===== config.mk =====
export PLATFORM = sky130hd
export DESIGN_NAME = uart_row_tx
export DESIGN_NICKNAME = d
export VERILOG_FILES = /design/src/rtl/uart_row_tx.sv
export SDC_FILE = /design/constraint.sdc
export NUM_CORES = 1
export LEC_CHECK = 0
export ABC_AREA = 1
export CORE_ASPECT_RATIO = 1.75
export CORE_MARGIN = 1
export CORE_UTILIZATION = 35
export DETAILED_ROUTE_END_ITERATION = 16
export SETUP_SLACK_MARGIN = 0.5
export SYNTH_ARGS = -nofsm -noshare
export SYNTH_HDL_FRONTEND = slang
export SYNTH_SLANG_ARGS = --single-unit
export TNS_END_PERCENT = 100

===== constraint.sdc =====
create_clock -name clk -period 1.7 [get_ports clk]
set_clock_uncertainty 0.2 [all_clocks]
set_input_delay 0.255 -clock clk [delete_from_list [all_inputs] [get_ports clk]]
set_output_delay 0.255 -clock clk [all_outputs]
set_load 0.02 [all_outputs]

===== src/rtl/uart_row_tx.sv =====
// uart_row_tx: reads a 16-character row from a row source and transmits it as
// 8N1 UART followed by CR LF.
// Ports:
//   clk        system clock, rising edge
//   reset      synchronous active-high reset
//   send       start request, sampled only while idle
//   charIndex  character index presented to the row source
//   charByte   character byte returned by the row source
//   uart_tx    serial line, idle high
//   busy       high while a line is in progress
//   done       one-cycle pulse once the LF stop bit has completed
module uart_row_tx #(
  parameter int unsigned DELAY_FRAMES = 234
) (
  input  logic       clk,
  input  logic       reset,
  input  logic       send,
  output logic [3:0] charIndex,
  input  logic [7:0] charByte,
  output logic       uart_tx,
  output logic       busy,
  output logic       done
);

  localparam int unsigned BAUD_W = (DELAY_FRAMES > 2) ? $clog2(DELAY_FRAMES) : 1;
  localparam int unsigned POS_W  = 5;
  localparam logic [BAUD_W-1:0] BAUD_LAST = BAUD_W'(DELAY_FRAMES - 1);
  localparam logic [POS_W-1:0]  POS_LAST_CHAR = POS_W'(15);
  localparam logic [POS_W-1:0]  POS_CR = POS_W'(16);
  localparam logic [7:0] CHAR_CR = 8'h0D;
  localparam logic [7:0] CHAR_LF = 8'h0A;

  typedef enum logic [2:0] {
    IDLE  = 3'd0,
    FETCH = 3'd1,
    START = 3'd2,
    DATA  = 3'd3,
    STOP  = 3'd4,
    NEXT  = 3'd5
  } state_t;

  state_t            state_q, state_d;
  logic [BAUD_W-1:0] baud_q, baud_d;
  logic [2:0]        bit_q, bit_d;
  logic              fetch_q, fetch_d;
  logic [POS_W-1:0]  pos_q, pos_d;
  logic [7:0]        shift_q, shift_d;
  logic [3:0]        index_d;
  logic              tx_d, busy_d, done_d;
  logic              baud_end_c;

  assign baud_end_c = (baud_q == BAUD_LAST);

  // State and datapath registers; line outputs lag the state by one cycle
  always_ff @(posedge clk) begin
    if (reset) begin
      state_q   <= IDLE;
      baud_q    <= '0;
      bit_q     <= '0;
      fetch_q   <= 1'b0;
      pos_q     <= '0;
      shift_q   <= '0;
      charIndex <= '0;
      uart_tx   <= 1'b1;
      busy      <= 1'b0;
      done      <= 1'b0;
    end else begin
      state_q   <= state_d;
      baud_q    <= baud_d;
      bit_q     <= bit_d;
      fetch_q   <= fetch_d;
      pos_q     <= pos_d;
      shift_q   <= shift_d;
      charIndex <= index_d;
      uart_tx   <= tx_d;
      busy      <= busy_d;
      done      <= done_d;
    end
  end

  // Next-state, datapath and output decode
  always_comb begin
    state_d = state_q;
    baud_d  = baud_q;
    bit_d   = bit_q;
    fetch_d = fetch_q;
    pos_d   = pos_q;
    shift_d = shift_q;
    index_d = charIndex;
    tx_d    = 1'b1;
    busy_d  = (state_q != IDLE);
    done_d  = 1'b0;

    unique case (state_q)
      IDLE: begin
        if (send) begin
          pos_d   = '0;
          index_d = '0;
          fetch_d = 1'b0;
          state_d = FETCH;
        end
      end
      FETCH: begin
        // Two cycles give a registered row source time to answer
        if (fetch_q) begin
          shift_d = charByte;
          baud_d  = '0;
          state_d = START;
        end else begin
          fetch_d = 1'b1;
        end
      end
      START: begin
        tx_d = 1'b0;
        if (baud_end_c) begin
          baud_d  = '0;
          bit_d   = '0;
          state_d = DATA;
        end else begin
          baud_d = baud_q + BAUD_W'(1);
        end
      end
      DATA: begin
        tx_d = shift_q[0];
        if (baud_end_c) begin
          baud_d  = '0;
          shift_d = {1'b0, shift_q[7:1]};
          if (bit_q == 3'd7) begin
            state_d = STOP;
          end else begin
            bit_d = bit_q + 3'd1;
          end
        end else begin
          baud_d = baud_q + BAUD_W'(1);
        end
      end
      STOP: begin
        if (baud_end_c) begin
          baud_d  = '0;
          state_d = NEXT;
        end else begin
          baud_d = baud_q + BAUD_W'(1);
        end
      end
      NEXT: begin
        // pos 0..15 are row characters, 16 is CR, 17 is LF
        if (pos_q < POS_LAST_CHAR) begin
          pos_d   = pos_q + POS_W'(1);
          index_d = 4'(pos_q + POS_W'(1));
          fetch_d = 1'b0;
          state_d = FETCH;
        end else if (pos_q == POS_LAST_CHAR) begin
          pos_d   = POS_CR;
          shift_d = CHAR_CR;
          state_d = START;
        end else if (pos_q == POS_CR) begin
          pos_d   = pos_q + POS_W'(1);
          shift_d = CHAR_LF;
          state_d = START;
        end else begin
          done_d  = 1'b1;
          state_d = IDLE;
        end
      end
      default: state_d = IDLE;
    endcase
  end

endmodule


==> qor.yml <==
hp-start: "bit_q[1]"
drive_gt1_share_pct: 44.3
io_pins: 18
hold_depth: 2
rows: 35
antenna_found_initial: 0
h-tree-depth: 2
utilization_pct: 56.6
num_vias: 2059
ir_worst_vdd_mv: 0.687
cp_num_buf_inv: 2
path_clk_slew_ps: 70
leakagePower_uw: 0.00127
synth-simple-area-share_pct: 41.7
postSynthRegisterBits: 35
grt_start_max_net_pins: 16
fin_crit_ps: 1750
clk_path_buf_depth: 2
use_met2_pct: 37.1
dieHeight_um: 100
setup_ws_ps: -48.5
synthAdderAreaFrac_pct: 4.54
holdWs_ps: 267
drc: 0
clk_latency_ps: 290
final_common_cell: "nand2_1"
p_per_area_nw_per_um2: 1260
synth.area.mux_share_pct: 0
grt_pass1_wl_mm: 8.51
synth_xor_area_share_pct: 0
nFillCells: 527
status: "finished with violations"
end_kind: "flop"
synth-compound-area-share_pct: 9.27
hold_end: "bit_q[1]"
place_congestion: 0.876
cp_max_fo: 4
timing_hold_violations_final: 0
met1_usage_pct: 18.3
drt_iter0_drc: 45
synthCells: 301
die-area_um2: 5830
layout_common_cells: "nand2_1 (61), nor2_1 (44), buf_4 (31)"
rsz0062_at_grt: "true"
nNetsFinal: 374
n_antenna_cell: 0
start_util_pct: 36.4
overflow: 0
syn_to_final_growth_pct: 55.4
path_class: "flop to flop"
tritoncts: "done"
reg2reg_slack_ps: -50
place_hpwl_mm: 3.58
met3_usage_pct: 2.32
slew_violations: 0
worstSetupStartpointType: "flop"
ys_warn_count: 0
postSynthAreaPerCell_um2: 6.41
antenna_left: 0
core_area_um2: 5300
grt_pass1_vias: 2045
viasPerCell: 4.78
path_delay_family: "simple AND/OR/NAND/NOR gates"
yosysUniqueCellTypes: 24
violations: "setup timing"
critPathMaxStageDelay_ps: 370
cts_root_buf: "clkbuf_8"
reg2reg_depth: 11
worst_pin_slew_ps: 308
slowest_stage: "dfxtp_4"
finalSetupViolations: 9
r2r-start: "pos_q[0]"
routed_wl_mm: 5.18
synth_top_family_by_area: "simple AND/OR/NAND/NOR gates"
cts_buffers: 5
worstPathCellList: "inv_1 -> ha_1 -> nand2_1 -> inv_1 -> nand2_2 -> nand2_4 -> nor2_4 -> nand2_2 -> nand2_2 -> o21ai_1 -> nor2_1"
drv_cap: 0
synth_area_um2: 1930
rr_endpoint: "pos_q[1]"
max_freq_mhz: 572
drt-pass1-iter-count: 4
finalSetupTns_ps: -209
die_x_um: 58.1
clock_sinks: 35
cp.arrival_ps: 1770
wire_per_inst_um: 12.0
syn_nets: 319
io_buffers: 17
critPathMostFrequentCell: "nand2_2"
crit_required_ps: 1720
grt_usage_pct: 18.6
hold_class: "flop to flop"
finalCritPeriodShare_pct: 103
grt_busiest_layer: "met2"
slew_headroom_pct: 79.4
yosysSeqAreaShare_pct: 36.3
## worst max path at each step
stage	cells after the start	from	slack [ps]	endpoint
after global routing	11	pos_q[0]	-140	shift_q[7]
after floorplan	11	pos_q[0]	40	pos_q[4]
after CTS	11	pos_q[0]	-60	pos_q[1]
final	11	pos_q[0]	-50	pos_q[1]
after detailed placement	11	pos_q[0]	-110	pos_q[1]
after global placement	11	pos_q[0]	-90	pos_q[1]
## cell usage after synthesis
| master | number | area (µm²) |
|---|---|---|
| nand2_1 | 83 | 312 |
| nor2_1 | 55 | 206 |
| dfxtp_1 | 35 | 701 |
| inv_1 | 30 | 113 |
| nand3_1 | 25 | 125 |
| a21oi_1 | 19 | 95.1 |
| o21ai_0 | 8 | 40.0 |
| ha_1 | 7 | 87.6 |
| nor3_1 | 6 | 30.0 |
| inv_2 | 5 | 18.8 |
| nand2_2 | 5 | 31.3 |
| nand4_1 | 4 | 25.0 |
| nor2_2 | 3 | 18.8 |
| a21oi_2 | 2 | 17.5 |
| buf_4 | 2 | 15.0 |
| clkbuf_1 | 2 | 7.51 |
| nand3_2 | 2 | 20.0 |
| nor2_4 | 2 | 22.5 |
| a211oi_1 | 1 | 7.51 |
| buf_2 | 1 | 5.00 |
| nor3b_1 | 1 | 7.51 |
| o211a_1 | 1 | 10.0 |
| o22a_1 | 1 | 8.76 |
| or2_2 | 1 | 6.26 |
## cell type report
class | count | area, µm² | area share (%)
multi-input cells | 226 | 1480 | 49.2
repair buffers | 53 | 477 | 15.9
well taps | 74 | 92.6 | 3.09
clock buffers | 7 | 76.3 | 2.54
inverters | 35 | 144 | 4.80
clock inverters | 1 | 5.00 | 0.167
flip-flops and latches | 35 | 731 | 24.4
## timing repair
item | in CTS | in global routing
pin swaps | 22 | 31
endpoints found under the setup margin | 40 | 39
gates resized for setup | 86 | 41
buffers inserted | 6 | 6
hold buffers | 0 | 0
## metal layers
metal	vias up	share of wire (%)
met5	-	0
met3	10	1.5
li1	1066	-
met4	0	2.0
met2	24	58
met1	959	38
## worst reg2reg max path, delay by kind of cell (launching register included)
kind | cells | cell delay [ps]
flip-flops | 1 | 370
AND/OR/NAND/NOR | 7 | 740
adder cells (fa/ha/maj) | 1 | 200
buffers and inverters | 2 | 100
AO/OA/AOI/OAI | 1 | 70
## report_power, final
group | switching [µW] | total, µW | internal [µW]
combinational | 1140 | 1960 | 815
sequential | 199 | 1250 | 1050
clock | 303 | 591 | 288
## per-stage QoR
| stage | instances | worst slack [ps] | total power (µW) | area, µm² |
|---|---|---|---|---|
| after floorplan | 301 | 44.5 | 2300 | 2090 |
| after global placement | 411 | -89.6 | 2730 | 2510 |
| after detailed placement | 411 | -111 | 2750 | 2510 |
| after CTS | 425 | -59.7 | 3590 | 2800 |
| after global routing | 431 | -142 | 4080 | 3000 |
| final | 431 | -48.5 | 3800 | 3000 |
## state kept, by name, summed over array words and instances (netlist names)
signal     flops
baud_q         8
bit_q          3
busy           1
charIndex      4
done           1
fetch_q        1
pos_q          5
shift_q        8
state_q        3
uart_tx        1
## cells by family (layout without fill, tap and decap cells)
logic type / Yosys count / count (layout)
DFF: 35 / 35
buffers and inverters: 40 / 96
AOI/OAI and AO/OA: 32 / 32
adders and majority gates: 7 / 7
and+or+nand+nor: 187 / 187
(Power assumes the default switching activity.)
